--- config.mk ---
export PLATFORM = sky130hd
export DESIGN_NAME = alu_cmd_issuer_flat
export DESIGN_NICKNAME = d
export VERILOG_FILES = /design/src/rtl/alu_cmd_issuer_if.sv /design/src/rtl/alu_cmd_issuer.sv /design/src/flat_wrapper.sv
export SDC_FILE = /design/constraint.sdc
export NUM_CORES = 1
export LEC_CHECK = 0
export CAP_MARGIN = 20
export CORE_ASPECT_RATIO = 0.75
export CORE_UTILIZATION = 52
export CTS_BUF_LIST = sky130_fd_sc_hd__clkbuf_4 sky130_fd_sc_hd__clkbuf_8
export CTS_CLUSTER_SIZE = 40
export DETAILED_ROUTE_END_ITERATION = 12
export GPL_TIMING_DRIVEN = 0
export PLACE_DENSITY = 0.87
export SETUP_SLACK_MARGIN = 0.5
export SYNTH_ARGS = -nofsm -noshare
export SYNTH_HDL_FRONTEND = slang
export SYNTH_SLANG_ARGS = --single-unit
--- constraint.sdc ---
create_clock -name clk -period 2.1 [get_ports clk]
set_clock_uncertainty 0.15 [all_clocks]
set_input_delay 0.42 -clock clk [delete_from_list [all_inputs] [get_ports clk]]
set_output_delay 0.42 -clock clk [all_outputs]
set_load 0.03 [all_outputs]
--- src/rtl/alu_cmd_issuer_if.sv ---
// Handshake and ALU drive bundle for alu_cmd_issuer.
// Halt-mode signals exist only when ALU_CMD_HALT_EN is defined.
// master = command source / ALU side, slave = the issuer itself.
interface alu_cmd_issuer_if #(
    parameter int N     = 16,
    parameter int DEPTH = 4
);
    logic                      cmd_valid;
    logic                      cmd_ready;
    logic [3:0]                cmd_op;
    logic [N-1:0]              cmd_data;
    logic [13:0]               buttons;
    logic [N-1:0]              bus_in;
    logic                      busy;
    logic [$clog2(DEPTH):0]    fifo_count;
    logic                      cmd_err;
`ifdef ALU_CMD_HALT_EN
    logic [2:0]                alu_error;
    logic                      resume;
    logic                      halted;

    modport master (
        output cmd_valid, cmd_op, cmd_data, alu_error, resume,
        input  cmd_ready, buttons, bus_in, busy, fifo_count, cmd_err, halted
    );
    modport slave (
        input  cmd_valid, cmd_op, cmd_data, alu_error, resume,
        output cmd_ready, buttons, bus_in, busy, fifo_count, cmd_err, halted
    );
`else
    modport master (
        output cmd_valid, cmd_op, cmd_data,
        input  cmd_ready, buttons, bus_in, busy, fifo_count, cmd_err
    );
    modport slave (
        input  cmd_valid, cmd_op, cmd_data,
        output cmd_ready, buttons, bus_in, busy, fifo_count, cmd_err
    );
`endif
endinterface

--- src/rtl/alu_cmd_issuer.sv ---
// Command issuer for the 16-bit ALU: FIFO-buffered opcodes turned into one-hot button pulses.
// Optional halt-on-ALU-error behaviour is enabled by defining ALU_CMD_HALT_EN.
// Contains the generic command FIFO and the issuer top.

// Generic synchronous FIFO, registered count, read data taken from the head slot.
// Latency: a push on edge k is visible at pop_dat / count after edge k.
// Backpressure: caller must not push when full nor pop when empty; full/empty come from registers.
module alu_cmd_fifo #(
    parameter int W     = 8,
    parameter int DEPTH = 4
) (
    input  logic                     clk,
    input  logic                     rst,
    input  logic                     push,
    input  logic [W-1:0]             push_dat,
    input  logic                     pop,
    output logic [W-1:0]             pop_dat,
    output logic [$clog2(DEPTH):0]   count,
    output logic                     full,
    output logic                     empty
);
    localparam int AW = $clog2(DEPTH);

    logic [W-1:0]  mem [DEPTH];
    logic [AW-1:0] wr_ptr;
    logic [AW-1:0] rd_ptr;
    logic [AW:0]   cnt_q;

    // Pointer and occupancy tracking; simultaneous push and pop leave the count unchanged.
    always_ff @(posedge clk or posedge rst) begin
        if (rst) begin
            wr_ptr <= '0;
            rd_ptr <= '0;
            cnt_q  <= '0;
        end else begin
            if (push) wr_ptr <= wr_ptr + 1'b1;
            if (pop)  rd_ptr <= rd_ptr + 1'b1;
            case ({push, pop})
                2'b10:   cnt_q <= cnt_q + 1'b1;
                2'b01:   cnt_q <= cnt_q - 1'b1;
                default: cnt_q <= cnt_q;
            endcase
        end
    end

    // Storage array; contents are don't-care until written, so no reset.
    always_ff @(posedge clk) begin
        if (push) mem[wr_ptr] <= push_dat;
    end

    assign pop_dat = mem[rd_ptr];
    assign count   = cnt_q;
    assign full    = (cnt_q == (AW+1)'(DEPTH));
    assign empty   = (cnt_q == '0);
endmodule

// Issues queued ALU opcodes as single-cycle one-hot pulses followed by GAP idle cycles.
// Latency: command accepted on edge k into an empty FIFO pulses buttons from edge k+1 to k+2.
// Backpressure: cmd_ready = FIFO not full (registered count only); illegal ops handshake and are dropped.
module alu_cmd_issuer #(
    parameter int N     = 16,
    parameter int DEPTH = 4,
    parameter int GAP   = 1
) (
    input  logic              clk,
    input  logic              rst,
    alu_cmd_issuer_if.slave   io
);
    typedef struct packed {
        logic [3:0]   op;
        logic [N-1:0] data;
    } cmd_t;

    localparam logic [3:0] OP_LDA = 4'd8;
    localparam logic [3:0] OP_LDB = 4'd9;

`ifdef ALU_CMD_HALT_EN
    typedef enum logic [1:0] {S_IDLE, S_ISSUE, S_GAP, S_HALT} state_t;
`else
    typedef enum logic [1:0] {S_IDLE, S_ISSUE, S_GAP} state_t;
`endif

    state_t       state;
    logic [3:0]   gap_cnt;
    logic [13:0]  buttons_q;
    logic [N-1:0] bus_in_q;
    logic         cmd_err_q;

    cmd_t         push_cmd;
    cmd_t         head;
    logic         op_legal;
    logic         handshake;
    logic         fifo_push;
    logic         fifo_pop;
    logic         fifo_full;
    logic         fifo_empty;

    function automatic logic [13:0] op_onehot(input logic [3:0] op);
        op_onehot = 14'(1) << (op - 4'd1);
    endfunction

    assign op_legal      = (io.cmd_op != 4'd0) && (io.cmd_op != 4'd15);
    assign handshake     = io.cmd_valid && io.cmd_ready;
    assign fifo_push     = handshake && op_legal;
    assign fifo_pop      = (state == S_IDLE) && !fifo_empty;
    assign push_cmd.op   = io.cmd_op;
    assign push_cmd.data = io.cmd_data;

    alu_cmd_fifo #(
        .W     ($bits(cmd_t)),
        .DEPTH (DEPTH)
    ) u_fifo (
        .clk      (clk),
        .rst      (rst),
        .push     (fifo_push),
        .push_dat (push_cmd),
        .pop      (fifo_pop),
        .pop_dat  (head),
        .count    (io.fifo_count),
        .full     (fifo_full),
        .empty    (fifo_empty)
    );

    assign io.cmd_ready = !fifo_full;
    assign io.busy      = !fifo_empty || (state != S_IDLE);
    assign io.buttons   = buttons_q;
    assign io.bus_in    = bus_in_q;
    assign io.cmd_err   = cmd_err_q;

    // Flag a dropped illegal opcode for exactly one cycle after its handshake.
    always_ff @(posedge clk or posedge rst) begin
        if (rst) cmd_err_q <= 1'b0;
        else     cmd_err_q <= handshake && !op_legal;
    end

`ifdef ALU_CMD_HALT_EN
    logic halted_q;
    logic arith_q;     // last issued op was +, - or x
    logic gap_first;   // currently in the first GAP cycle
    assign io.halted = halted_q;

    // Issue sequencer: pop in IDLE, pulse in ISSUE, hold zero in GAP, park in HALT on ALU error.
    always_ff @(posedge clk or posedge rst) begin
        if (rst) begin
            state     <= S_IDLE;
            gap_cnt   <= '0;
            buttons_q <= '0;
            bus_in_q  <= '0;
            halted_q  <= 1'b0;
            arith_q   <= 1'b0;
            gap_first <= 1'b0;
        end else begin
            case (state)
                S_IDLE: begin
                    if (!fifo_empty) begin
                        buttons_q <= op_onehot(head.op);
                        if (head.op == OP_LDA || head.op == OP_LDB) bus_in_q <= head.data;
                        arith_q   <= (head.op <= 4'd3);
                        state     <= S_ISSUE;
                    end
                end
                S_ISSUE: begin
                    buttons_q <= '0;
                    gap_cnt   <= 4'(GAP - 1);
                    gap_first <= 1'b1;
                    state     <= S_GAP;
                end
                S_GAP: begin
                    gap_first <= 1'b0;
                    if (gap_first && arith_q && (io.alu_error != 3'b000)) begin
                        halted_q <= 1'b1;
                        state    <= S_HALT;
                    end else if (gap_cnt == 4'd0) begin
                        state <= S_IDLE;
                    end else begin
                        gap_cnt <= gap_cnt - 4'd1;
                    end
                end
                S_HALT: begin
                    if (io.resume) begin
                        halted_q <= 1'b0;
                        state    <= S_IDLE;
                    end
                end
                default: state <= S_IDLE;
            endcase
        end
    end
`else
    // Issue sequencer: pop in IDLE, pulse in ISSUE, hold zero in GAP until the counter expires.
    always_ff @(posedge clk or posedge rst) begin
        if (rst) begin
            state     <= S_IDLE;
            gap_cnt   <= '0;
            buttons_q <= '0;
            bus_in_q  <= '0;
        end else begin
            case (state)
                S_IDLE: begin
                    if (!fifo_empty) begin
                        buttons_q <= op_onehot(head.op);
                        if (head.op == OP_LDA || head.op == OP_LDB) bus_in_q <= head.data;
                        state     <= S_ISSUE;
                    end
                end
                S_ISSUE: begin
                    buttons_q <= '0;
                    gap_cnt   <= 4'(GAP - 1);
                    state     <= S_GAP;
                end
                S_GAP: begin
                    if (gap_cnt == 4'd0) state <= S_IDLE;
                    else                 gap_cnt <= gap_cnt - 4'd1;
                end
                default: state <= S_IDLE;
            endcase
        end
    end
`endif
endmodule
--- src/flat_wrapper.sv ---
// flat-port wrapper written by rule: the top's interface ports become plain ports
module alu_cmd_issuer_flat 
#(
    parameter int N     = 16,
    parameter int DEPTH = 4,
    parameter int GAP   = 1
)
  (clk, rst, io_cmd_valid, io_cmd_op, io_cmd_data, io_cmd_ready, io_buttons, io_bus_in, io_busy, io_fifo_count, io_cmd_err);
  alu_cmd_issuer_if #(.N(N), .DEPTH(DEPTH)) io_i ();
  input  logic clk;
  input  logic rst;
  input wire logic [$bits(io_i.cmd_valid)-1:0] io_cmd_valid;
  input wire logic [$bits(io_i.cmd_op)-1:0] io_cmd_op;
  input wire logic [$bits(io_i.cmd_data)-1:0] io_cmd_data;
  output wire logic [$bits(io_i.cmd_ready)-1:0] io_cmd_ready;
  output wire logic [$bits(io_i.buttons)-1:0] io_buttons;
  output wire logic [$bits(io_i.bus_in)-1:0] io_bus_in;
  output wire logic [$bits(io_i.busy)-1:0] io_busy;
  output wire logic [$bits(io_i.fifo_count)-1:0] io_fifo_count;
  output wire logic [$bits(io_i.cmd_err)-1:0] io_cmd_err;
  assign io_i.cmd_valid = io_cmd_valid;
  assign io_i.cmd_op = io_cmd_op;
  assign io_i.cmd_data = io_cmd_data;
  assign io_cmd_ready = io_i.cmd_ready;
  assign io_buttons = io_i.buttons;
  assign io_bus_in = io_i.bus_in;
  assign io_busy = io_i.busy;
  assign io_fifo_count = io_i.fifo_count;
  assign io_cmd_err = io_i.cmd_err;
  alu_cmd_issuer #(.N(N), .DEPTH(DEPTH), .GAP(GAP)) u_core (.clk(clk), .rst(rst), .io(io_i));
endmodule
# Word-level counts from Yosys, hierarchy flattened
# Memory sizes are Yosys's and may differ from the RTL's.
# Cells that the tools add are included.
# classes
n_mux,10
eq_ne,11
reduce_logical,22
n_addsub,6
n_shift,1
bitwise_logic,1
# op_table
cell,count
$pmux W14 S2,1
$mux W14,1
$shl A1 B4 Y14 const A,1
$eq A4 B4 Y1 const B,2
$pmux W4 S2,1
$reduce_bool A2 Y1,4
$sub A4 B1 Y4 const B,2
$pmux W2 S3,1
$pmux W3 S2,1
$reduce_and A2 Y1,3
$logic_and A1 B1 Y1,5
$add A2 B1 Y2 const B,2
$eq A2 B1 Y1 const B,2
$eq A2 B2 Y1 const B,2
$logic_not A4 Y1,1
$mux W2,2
$mux W4,1
$ne A2 B2 Y1 const B,2
$ne A4 B4 Y1 const B,1
$reduce_bool A4 Y1,1
$add A3 B1 Y3 const B,1
$eq A3 B3 Y1 const B,1
$logic_not A1 Y1,3
$logic_not A3 Y1,1
7 further kinds,9
# word_totals
output_inout_bits,36
word_cells,60
ff_bits,44
ram_bits,80
in_bits,23
memories,1
# memory_table
memory,depth,word_bits,read_ports,rd_ports_with_merged_regs,wr,line_no,source
u_core.u_fifo.mem,4,20,1,0,1,alu_cmd_issuer.sv:24,logic [W-1:0] mem [DEPTH];

# Longest topological paths before layout
# Gate-level depths: netlist (run 1).
# logic_depth
word_depth,6
depth_mapped,11
ltp_nobuf,10

# Hierarchy
# A second synthesis (run 1) with hierarchy kept.
# hier_totals
hier_cells,265
area_unflattened_um2,4899.7
# by_module_without_submodules
mod,area_per_inst_um2,cells_per_inst,seq_area_each_um2,n_inst
alu_cmd_fifo,3291.9,141,2577.5,1
alu_cmd_issuer,1607.8,124,925.9,1

# Worst setup path before layout (run 1)
# No wires, ideal clock.
# synth_path
path_kind,reg2reg
startpoint,"reg u_core.u_fifo.cnt_q[0], in the netlist u_core.u_fifo.count[0]"
endpoint,"reg u_core.u_fifo.cnt_q[2], in the netlist u_core.u_fifo.count[2]"
required_ns,1.869
setup_slack_ns,-0.540
t_arrival_ns,2.410
setup_ns,0.081
path_stages_with_launch,12
path_buffers,1
synth_period_minus_slack_ns,2.640
cell_sequence,dfrtp_1 inv_1 nand3_1 and3_1 clkbuf_1 inv_1 ha_1 inv_1 fa_1 xor2_1 nor2_1 xor2_1
# synth_via
elab_chain_len,6
elab_cells_between_ends,13
cone_classes,add/sub: 2; eq/ne: 3; mux: 1; reduce/logical: 7
# synth_lines
item,line_no,source
from (decl),alu_cmd_issuer.sv:27,logic [AW:0] cnt_q;
from (signal assigned),alu_cmd_issuer.sv:39,2'b10: cnt_q <= cnt_q + 1'b1;
from (signal assigned),alu_cmd_issuer.sv:40,2'b01: cnt_q <= cnt_q - 1'b1;
from (signal assigned),alu_cmd_issuer.sv:41,default: cnt_q <= cnt_q;
$eq A3 B3 Y1 (*),alu_cmd_issuer.sv:53,assign full = (cnt_q == (AW+1)'(DEPTH));
$logic_not A1 Y1 (*),alu_cmd_issuer.sv:124,assign io.cmd_ready = !fifo_full;
via io_cmd_ready,flat_wrapper.sv:15,output wire logic [$bits(io_i.cmd_ready)-1:0] io_cmd_ready;
$logic_and A1 B1 Y1 (*),alu_cmd_issuer.sv:103,assign handshake = io.cmd_valid && io.cmd_ready;
$logic_and A1 B1 Y1 (*),alu_cmd_issuer.sv:104,assign fifo_push = handshake && op_legal;
$eq A2 B1 Y1 or $eq A2 B2 Y1 (tied branches),alu_cmd_issuer.sv:38,"case ({push, pop})"
$pmux W3 S2 or $reduce_bool A2 Y1 (tied branches),-,
# Mark *: on every way through the listed nets, which the timed path passes. The rest lies on a longest branch.
# A chain may end at the register's enable or synchronous reset.

# Final worst setup path (run 1)
# layout_path
startpoint,"reg u_core.u_fifo.cnt_q[0], in the netlist u_core.u_fifo.count[0]"
endpoint,out io_busy
# layout_via
elab_chain_len,3
# layout_lines
item,line_no,source
$logic_not A3 Y1,alu_cmd_issuer.sv:54,assign empty = (cnt_q == '0);
$logic_not A1 Y1,alu_cmd_issuer.sv:125,assign io.busy = !fifo_empty || (state != S_IDLE);
$logic_or A1 B1 Y1,alu_cmd_issuer.sv:125,
to (decl),flat_wrapper.sv:18,output wire logic [$bits(io_i.busy)-1:0] io_busy;
# No other way between the ends.

==> run_results.csv, run 1 <==
group,metric,value,unit
critical_path,cp.arrival,1580,ps
place,hpwl,5.723,mm
synthesis,syn_inst,274,
flow_run,maxCapViolCount,0,
timing,maxSlewHeadroom,70.39,%
synthesis,synthFlopType,"edfxtp_1",
place,placedInstanceArea,0.005757,mm2
die,chipHeight,85.88,um
synthesis,synth_mux_area_share,14.13,%
synthesis,ys_top_cells_by_count,"edfxtp_1, dfrtp_1, mux4_2, nand2_1, inv_1",
cts,htreeDepth,4,
die,core_area,0.009084,mm2
critical_path,critical_path.max_stage_delay,450,ps
critical_path,critPathCaptureType,"output port",
critical_path,crit_chain,"buf_4 > nor4_4 > nand2_1 > buf_6",
synthesis,synthAdderAreaFrac,1.949,%
route,drc_errors,0,
final_layout,multi_input_area,0.001707,mm2
global_route,grt_max_degree,45,
critical_path,cp_max_fo,5,
global_route,grt_use_total,25.60,%
final_layout,layout-drive-gt1-share,57.18,%
place,portBuffers,58,
timing,fin_crit_sh,102.2,%
timing,holdWs,88.54,ps
place,place_congestion,0.7138,
critical_path,critPathTopFamily,"flip-flops",
final_layout,final_cell_area,0.006983,mm2
route,wl_per_cell,23.10,um
final_layout,nets,449,
critical_path,path_class,"reg2out",
min_path,hold_class,"in2reg",
synthesis,synth-edff-count,80,
die,die_area,0.009777,mm2
power_and_ir_drop,power,10.95,mW
cts,cts_tree,"yes",
route,final_antenna_net_count,0,
timing,hold_viol_final,0,
route,dr_total_vias,3167,
route,drt_wl_total,12.93,mm
cts,cts.sinks,124,
synthesis,synth_compound_area_share,3.078,%
die,io_pins,59,
timing,rsz0062_at_grt,"yes",
final_layout,n_antenna_cell,0,
synthesis,synth-xor-area-share,1.077,%
global_route,antenna_found_initial,0,
timing,slew_violations,0,
critical_path,critPathSlowestCell,"dfrtp_2",
synthesis,synth.area.top_cells,"edfxtp_1, dfrtp_1, mux4_2",
synthesis,synth_nets,304,
cts,cts-buffers-inserted,17,
route,drtIter0Drc,225,
route,drt-pass1-iter-count,4,
cts,postCtsHoldBufs,0,
die,die_width,113.8,um
synthesis,yosysWarnings,0,
critical_path,start_kind,"register",
synthesis,synth_top_cell_by_area,"edfxtp_1",
run_status,failed_checks,"negative setup slack",
global_route,grt_pass1_vias,3127,
cts,root_buffer,"clkbuf_8",
route,vias_per_cell,5.655,
critical_path,critPathBufInv,2,
cts,clockBufferDepth,2,
synthesis,synthArstFlopShare,35.48,%
synthesis,synth_area_per_cell,17.80,um2
global_route,grt_pass1_wl,17.46,mm
power_and_ir_drop,leakagePower,2.871,nW
die,initial_core_util,53.71,%
timing,finalSetupViolCount,2,
final_layout,final_core_util,76.87,%
timing,timing.final.ws_setup,-45.94,ps
global_route,overflow,0,
final_layout,seq_area,0.003510,mm2
synthesis,ys_types,39,
power_and_ir_drop,power_density,1568,mW/mm2
die,core.rowCount,30,
power_and_ir_drop,ir_drop,0.7504,mV
synthesis,seq_area_frac_synth,71.81,%
synthesis,yosys_register_bits,124,
timing,fmax,466.0,MHz
critical_path,required,1530,ps
synthesis,synth_area,0.004878,mm2
synthesis,yosysMostFrequentCell,"edfxtp_1",
synthesis,post_synth_and_or_nand_nor_area_fraction,6.027,%
timing,min_period,2146,ps
final_layout,areaGrowthSynthToFinish,43.14,%
synthesis,synth.top_cell.area_share,49.24,%
cts,clk_pin_slew_worst_paths,70,ps
timing,worst_pin_slew,444.1,ps
synthesis,synth_top_family_by_area,"multiplexers",
cts,clock_latency,440,ps
run_status,status,"finished, violations left",
final_layout,fillers,492,
==> path summary, 6_finish.rpt <==
kind,from,end,slack [ps],cells past startpoint
hold / removal,io_cmd_op[2],u_core.u_fifo.mem[3][18],90,1
min in group asynchronous,rst,u_core.io.buttons[7],190,2
max in group asynchronous,rst,u_core.u_fifo.count[2],1100,3
setup / recovery,u_core.u_fifo.count[0],io_busy,-50,4
hold reg to reg,u_core.io.buttons[7],u_core.io.buttons[7],340,2
setup reg to reg,u_core.u_fifo.count[1],u_core.u_fifo.count[2],-40,11
==> layout make-up <==
class	instances	share of cell area [%]
Clock buffer	31	5.393
Sequential cell	124	50.26
Timing Repair Buffer	114	14.73
Buffer	10	1.613
Inverter	12	0.8421
Tap cell	128	2.294
Multi-Input combinational cell	140	24.44
Clock inverter	1	0.4300
==> cell usage in the layout, fill, tap and decap left out, drive strengths merged, types with 2 or more instances in the layout <==
master / count
buf: 100
edfxtp: 80
dfrtp: 44
clkbuf: 35
mux4: 20
nand2: 20
clkdlybuf4s50: 18
mux2: 17
and2: 17
inv: 11
o21ai: 9
ha: 6
nor3: 6
nor2: 5
nor4: 4
a21oi: 4
xor2: 3
xnor2: 3
o22ai: 3
nand2b: 3
o31ai: 3
nor3b: 2
a22o: 2
clkdlybuf4s15: 2
==> through the flow <==
stage	setup TNS [ps]	setup slack, ps	std cells
floorplan	-134.5	-125.2	274
global placement	-49860	-753.7	460
detailed placement	-53880	-824.6	460
CTS	0	6.512	537
global route	-355.8	-156.0	560
finish	-89.39	-45.94	560
==> what timing repair did <==
item                                    in CTS  in global routing
resized for setup                          261                 81
cloned                                      12                  0
setup buffers                               33                 22
pin swaps                                   19                 14
endpoints found under the setup margin     156                137
==> worst register-to-register path: cells and delay by family, from the launching register on <==
family / cells / cell delay, ps
fa+ha+maj: 2 / 460
xor+xnor: 2 / 310
simple gates: 3 / 370
buf+inv: 4 / 290
flops: 1 / 460
==> metal layers <==
metal / wire length [um] / share of wire, % / vias up / global-route usage [%]
met5: 0 / 0 / - / 0
met4: 390 / 3.0 / 0 / 10.86
met3: 967 / 7.5 / 33 / 8.339
met2: 6637 / 51 / 169 / 41.91
met1: 4939 / 38 / 1614 / 31.78
li1: - / - / 1351 / -
==> power by group <==
part / internal, mW / switching, mW / leakage, nW / total, mW
logic: 2.56 / 2.62 / 1.37 / 5.17
registers: 3.26 / 0.413 / 1.29 / 3.67
clock network: 1.23 / 0.871 / 0.216 / 2.11
==> cells by family (layout without fill, tap and decap cells) <==
kind of cell	count (synthesis)	after routing
xor+xnor	6	6
simple gates	53	65
compound gates	24	24
flops	124	124
fa+ha+maj	7	7
mux	38	38
buf+inv	22	168
==> sequential cells by signal, summed over array words and instances (netlist names) <==
name and count:
u_core.gap_cnt 4, u_core.io.bus_in 16, u_core.io.buttons 14, u_core.io.cmd_err 1
u_core.state 2, u_core.u_fifo.count 3, u_core.u_fifo.mem 80, u_core.u_fifo.rd_ptr 2
u_core.u_fifo.wr_ptr 2
Power figures use the tool's default switching activity.
==> run 2: changes to the inputs <==
- TNS_END_PERCENT: default -> 20
==> run_results.csv, run 2 (same netlist as run 1, synthesis figures left out) <==
group,metric,value,unit
die,core.rowCount,30,
global_route,grt_pass1_vias,3159,
timing,fin_crit_sh,102.0,%
timing,worst_pin_slew,519.4,ps
critical_path,critPathSlowestCell,"dfrtp_2",
timing,slew_violations,0,
run_status,failed_checks,"negative setup slack",
cts,cts.sinks,124,
critical_path,cp.arrival,2310,ps
min_path,hold_class,"in2reg",
critical_path,start_kind,"register",
route,vias_per_cell,5.882,
timing,finalSetupViolCount,12,
critical_path,critPathCaptureType,"register",
global_route,grt_busiest_layer,"met2",
timing,timing.final.ws_setup,-42.19,ps
critical_path,path_class,"reg2reg",
cts,cts_tree,"yes",
place,portBuffers,58,
cts,clockBufferDepth,2,
route,wl_per_cell,23.58,um
global_route,use_met1,30.19,%
die,chipHeight,85.88,um
cts,clk_pin_slew_worst_paths,80,ps
final_layout,mostFrequentLayoutCells,"edfxtp_1, dfrtp_1, buf_2",
global_route,grtUsageMet3,6.784,%
timing,tns,-393.7,ps
global_route,grt_max_degree,28,
global_route,overflow,0,
critical_path,critPathTopFamily,"multiplexers",
critical_path,required,2270,ps
cts,postCtsHoldBufs,0,
timing,maxSlewHeadroom,65.37,%
cts,clock_latency,430,ps
timing,min_period,2142,ps
place,place_congestion,0.7371,
place,dp.cells,461,
final_layout,stdcell_count,542,
final_layout,regMostFlops,"u_core.u_fifo.mem",
final_layout,areaGrowthSynthToFinish,34.47,%
global_route,grt_use_total,24.56,%
cts,root_buffer,"clkbuf_8",
route,final_antenna_net_count,0,
timing,fmax,466.8,MHz
route,drt_wl_total,12.78,mm
power_and_ir_drop,leakagePower,2.657,nW
final_layout,largest_reg_flops,80,
final_layout,mostFrequentLayoutCell,"edfxtp_1",
run_status,status,"finished, violations left",
timing,hold_viol_final,0,
global_route,antenna_found_initial,0,
place,hpwl,5.957,mm
final_layout,n_antenna_cell,0,
final_layout,layout-drive-gt1-share,51.45,%
global_route,grt_pass1_wl,17.06,mm
final_layout,nets,431,
critical_path,critical_path.max_stage_delay,480,ps
die,initial_core_util,53.71,%
power_and_ir_drop,power_density,1545,mW/mm2
critical_path,crit_chain,"mux4_2 > nor4b_4 > nand2_4 > buf_12 > mux2_4",
route,dr_total_vias,3188,
cts,cts-buffers-inserted,17,
route,drt-pass1-iter-count,5,
critical_path,cp_max_fo,10,
die,die_width,113.8,um
die,die_area,0.009777,mm2
cts,htreeDepth,4,
die,io_pins,59,
route,drc_errors,0,
die,core_area,0.009084,mm2
power_and_ir_drop,ir_drop,0.6620,mV
critical_path,critPathBufInv,1,
timing,rsz0062_at_grt,"yes",
flow_run,maxCapViolCount,0,
route,drtIter0Drc,330,
global_route,use_met2,39.86,%
==> run 2: changes by cell type in the layout (fill, tap and decap cells not counted), moves of 5 or more <==
cell	change
clkbuf_4	-7
buf_6	-15
buf_2	+16
inv_6	+5
buf_4	-9
clkbuf_8	-7
and2_4	-8
==> run 2: worst paths after layout <==
check | startpoint | cells after the start | slack (ps) | end
worst max-delay path | u_core.u_fifo.rd_ptr[0] | 5 | -40 | u_core.io.bus_in[3]
worst min-delay path | io_cmd_op[3] | 1 | 140 | u_core.u_fifo.mem[1][19]
worst max register to register | u_core.u_fifo.rd_ptr[0] | 5 | -40 | u_core.io.bus_in[3]
worst min register to register | u_core.io.buttons[10] | 2 | 330 | u_core.io.buttons[10]
max in group asynchronous | rst | 3 | 1110 | u_core.u_fifo.count[1]
min in group asynchronous | rst | 2 | 170 | u_core.io.bus_in[7]
==> run 2: routing by layer <==
layer,wire [um],vias to the layer above
met4,505,0
met5,0,-
li1,-,1312
met3,1054,49
met1,4853,1630
met2,6370,197
==> run 2: layout make-up <==
class | instances | area [um2]
buffer | 10 | 102.6
multi-input combinational | 133 | 1551
inverter | 12 | 53.80
sequential | 124 | 3510
clock inverter | 15 | 116.4
timing repair buffer | 103 | 832.0
tap | 128 | 160.2
fill | 519 | 2524
clock buffer | 17 | 234.0
==> run 2: metrics by stage <==
stage / utilization (%) / power, mW / cell area (um2) / setup slack [ps] / hold slack, ps
final: 72.22 / 10.14 / 6560 / -42.19 / 144.2
after global routing: 72.22 / 10.53 / 6560 / -75.11 / 127.5
after floorplan: - / 5.839 / 4903 / -171.0 / 368.9
after global placement: 62.14 / 6.816 / 5644 / -940.2 / 319.4
after CTS: 68.43 / 9.201 / 6216 / -16.52 / 84.23
after detailed placement: 62.36 / 6.968 / 5664 / -980.8 / 323.2
==> run 2: power by group <==
| group | total, mW | leakage [nW] | switching (mW) | internal, mW |
|---|---|---|---|---|
| Clock | 1.88 | 0.174 | 1.04 | 0.832 |
| Sequential | 3.64 | 1.29 | 0.387 | 3.26 |
| Combinational | 4.62 | 1.19 | 2.44 | 2.18 |
| Total | 10.1 | 2.66 | 3.87 | 6.27 |
==> run 2: worst reg2reg max path, delay by kind of cell, from the launching register on <==
| kind | cells | cell delay (ps) |
|---|---|---|
| buffers and inverters | 1 | 190 |
| AND/OR/NAND/NOR | 2 | 490 |
| flip-flops | 1 | 480 |
| multiplexers | 2 | 710 |
==> run 2: what timing repair did <==
| item | 4_1_cts | 5_1_grt |
|---|---|---|
| cloned | 5 | 1 |
| gates resized for setup | 258 | 43 |
| endpoints found under the setup margin | 158 | 150 |
| pin swaps | 22 | 26 |
| setup buffers | 18 | 25 |
==> run 3: changes to the inputs <==
- CORE_UTILIZATION: 52 -> 55
- DONT_BUFFER_PORTS: default -> 1
- PLACE_DENSITY: 0.87 -> 0.82
- SLEW_MARGIN: default -> 10
==> run_results.csv, run 3 (same netlist as run 1, synthesis figures left out) <==
group,metric,value,unit
run_status,status,"finished, violations left",
run_status,failed_checks,"negative setup slack",
global_route,use_met2,34.39,%
critical_path,critical_path.max_stage_delay,520,ps
global_route,grt_max_degree,29,
timing,worst_pin_slew,657.2,ps
final_layout,layout-drive-gt1-share,35.17,%
place,hpwl,5.379,mm
cts,clk_pin_slew_worst_paths,70,ps
timing,slew_violations,0,
critical_path,path_class,"reg2reg",
route,wl_per_cell,22.59,um
place,portBuffers,0,
global_route,use_met1,29.31,%
final_layout,nets,361,
final_layout,areaGrowthSynthToFinish,21.93,%
cts,clockBufferDepth,2,
final_layout,mostFrequentLayoutCells,"edfxtp_1, dfrtp_1, dlygate4sd3_1",
critical_path,critPathTopFamily,"flip-flops",
timing,fmax,435.7,MHz
timing,rsz0062_at_grt,"yes",
critical_path,cp.arrival,2480,ps
critical_path,cp_max_fo,5,
die,die_width,110.8,um
critical_path,worst_r2r_path_depth,11,
global_route,antenna_found_initial,0,
die,chipHeight,83.56,um
timing,finalSetupViolCount,33,
timing,tns,-1883,ps
cts,htreeDepth,4,
global_route,grt_pass1_wl,15.28,mm
route,dr_total_vias,2678,
critical_path,path_depth,11,
critical_path,critPathSlowestCell,"dfrtp_2",
timing,hold_viol_final,0,
final_layout,largest_reg_flops,80,
route,drtIter0Drc,276,
die,initial_core_util,57.21,%
cts,cts.sinks,124,
power_and_ir_drop,ir_drop,0.7148,mV
die,die_area,0.009254,mm2
final_layout,final_core_util,69.76,%
cts,clock_latency,430,ps
global_route,grtUsageMet3,8.424,%
final_layout,n_antenna_cell,0,
power_and_ir_drop,power_density,1532,mW/mm2
route,drt-pass1-iter-count,4,
route,drt_wl_total,10.21,mm
global_route,grt_pass1_vias,2763,
final_layout,mostFrequentLayoutCell,"edfxtp_1",
min_path,hold_class,"in2reg",
global_route,overflow,0,
final_layout,fillers,526,
cts,cts-buffers-inserted,17,
min_path,hold_path_depth,3,
flow_run,maxCapViolCount,0,
route,vias_per_cell,5.925,
global_route,grt_use_total,22.98,%
critical_path,critPathCaptureType,"register",
route,final_antenna_net_count,0,
global_route,grt_busiest_layer,"met2",
cts,cts_tree,"yes",
final_layout,regMostFlops,"u_core.u_fifo.mem",
cts,root_buffer,"clkbuf_8",
die,io_pins,59,
die,core_area,0.008527,mm2
timing,min_period,2295,ps
timing,maxSlewHeadroom,56.19,%
place,place_congestion,0.7335,
critical_path,required,2290,ps
timing,timing.final.ws_setup,-195.1,ps
critical_path,critPathBufInv,4,
timing,fin_crit_sh,109.3,%
critical_path,start_kind,"register",
die,core.rowCount,29,
power_and_ir_drop,power,9.115,mW
critical_path,crit_chain,"inv_2 > nand3_4 > and3_4 > buf_8 > inv_4 > ha_4 > inv_2 > fa_2 > xor2_1 > nor2_1 > xor2_1",
route,drc_errors,0,
power_and_ir_drop,leakagePower,2.261,nW
## run 3: final timing paths
check	from	slack [ps]	end
min in group asynchronous	rst	310	u_core.io.bus_in[15]
worst max register to register	u_core.u_fifo.count[0]	-200	u_core.u_fifo.count[2]
worst min-delay path	io_cmd_op[2]	150	u_core.io.cmd_err
max in group asynchronous	rst	960	u_core.u_fifo.count[1]
worst min register to register	u_core.u_fifo.wr_ptr[1]	450	u_core.u_fifo.wr_ptr[1]
worst max-delay path	u_core.u_fifo.count[0]	-200	u_core.u_fifo.count[2]
## run 3: what timing repair did
item | CTS | global route
gates cloned | 5 | 3
setup buffers | 3 | 4
pin swaps | 11 | 8
resized for setup | 34 | 9
hold endpoints to repair | 97 | 0
hold buffers | 22 | 0
setup endpoints to repair | 123 | 122
## run 3: layout make-up
cell class                 instances  area [um2]  area share [%]
buffer                            10       86.33           1.451
clock buffer                      20       262.8           4.417
clock inverter                    12       171.4           2.882
sequential                       124        3508           58.98
tap                              108       135.1           2.272
multi-input combinational        136        1440           24.21
inverter                          12       51.30          0.8624
timing repair buffer              30       292.8           4.922
## run 3: per-stage QoR
stage	setup WS [ps]	hold WS, ps	instance area (um2)	instances
final	-195.1	152.2	5948	452
after global routing	-273.1	159.1	5948	452
after floorplan	-171.0	368.9	4903	274
after global placement	-476.7	369.0	5039	382
after CTS	-255.3	157.0	5869	445
after detailed placement	-514.2	184.4	5059	383
## run 3: power breakdown
group	switching [mW]	internal (mW)	leakage (nW)
clock network	0.918	1.34	0.215
registers	0.933	3.24	1.29
logic	1.36	1.31	0.756
## run 3: metal layers
layer / share of wire, % / vias to the layer above
met3: 9.1 / 22
met4: 3.5 / 0
met1: 40 / 1358
met2: 47 / 127
met5: 0 / -
li1: - / 1171
## run 3: worst min-delay path, stage by stage
cell    delay (ps)
nor4_1          30
nor2_1         150
nor2_1          80
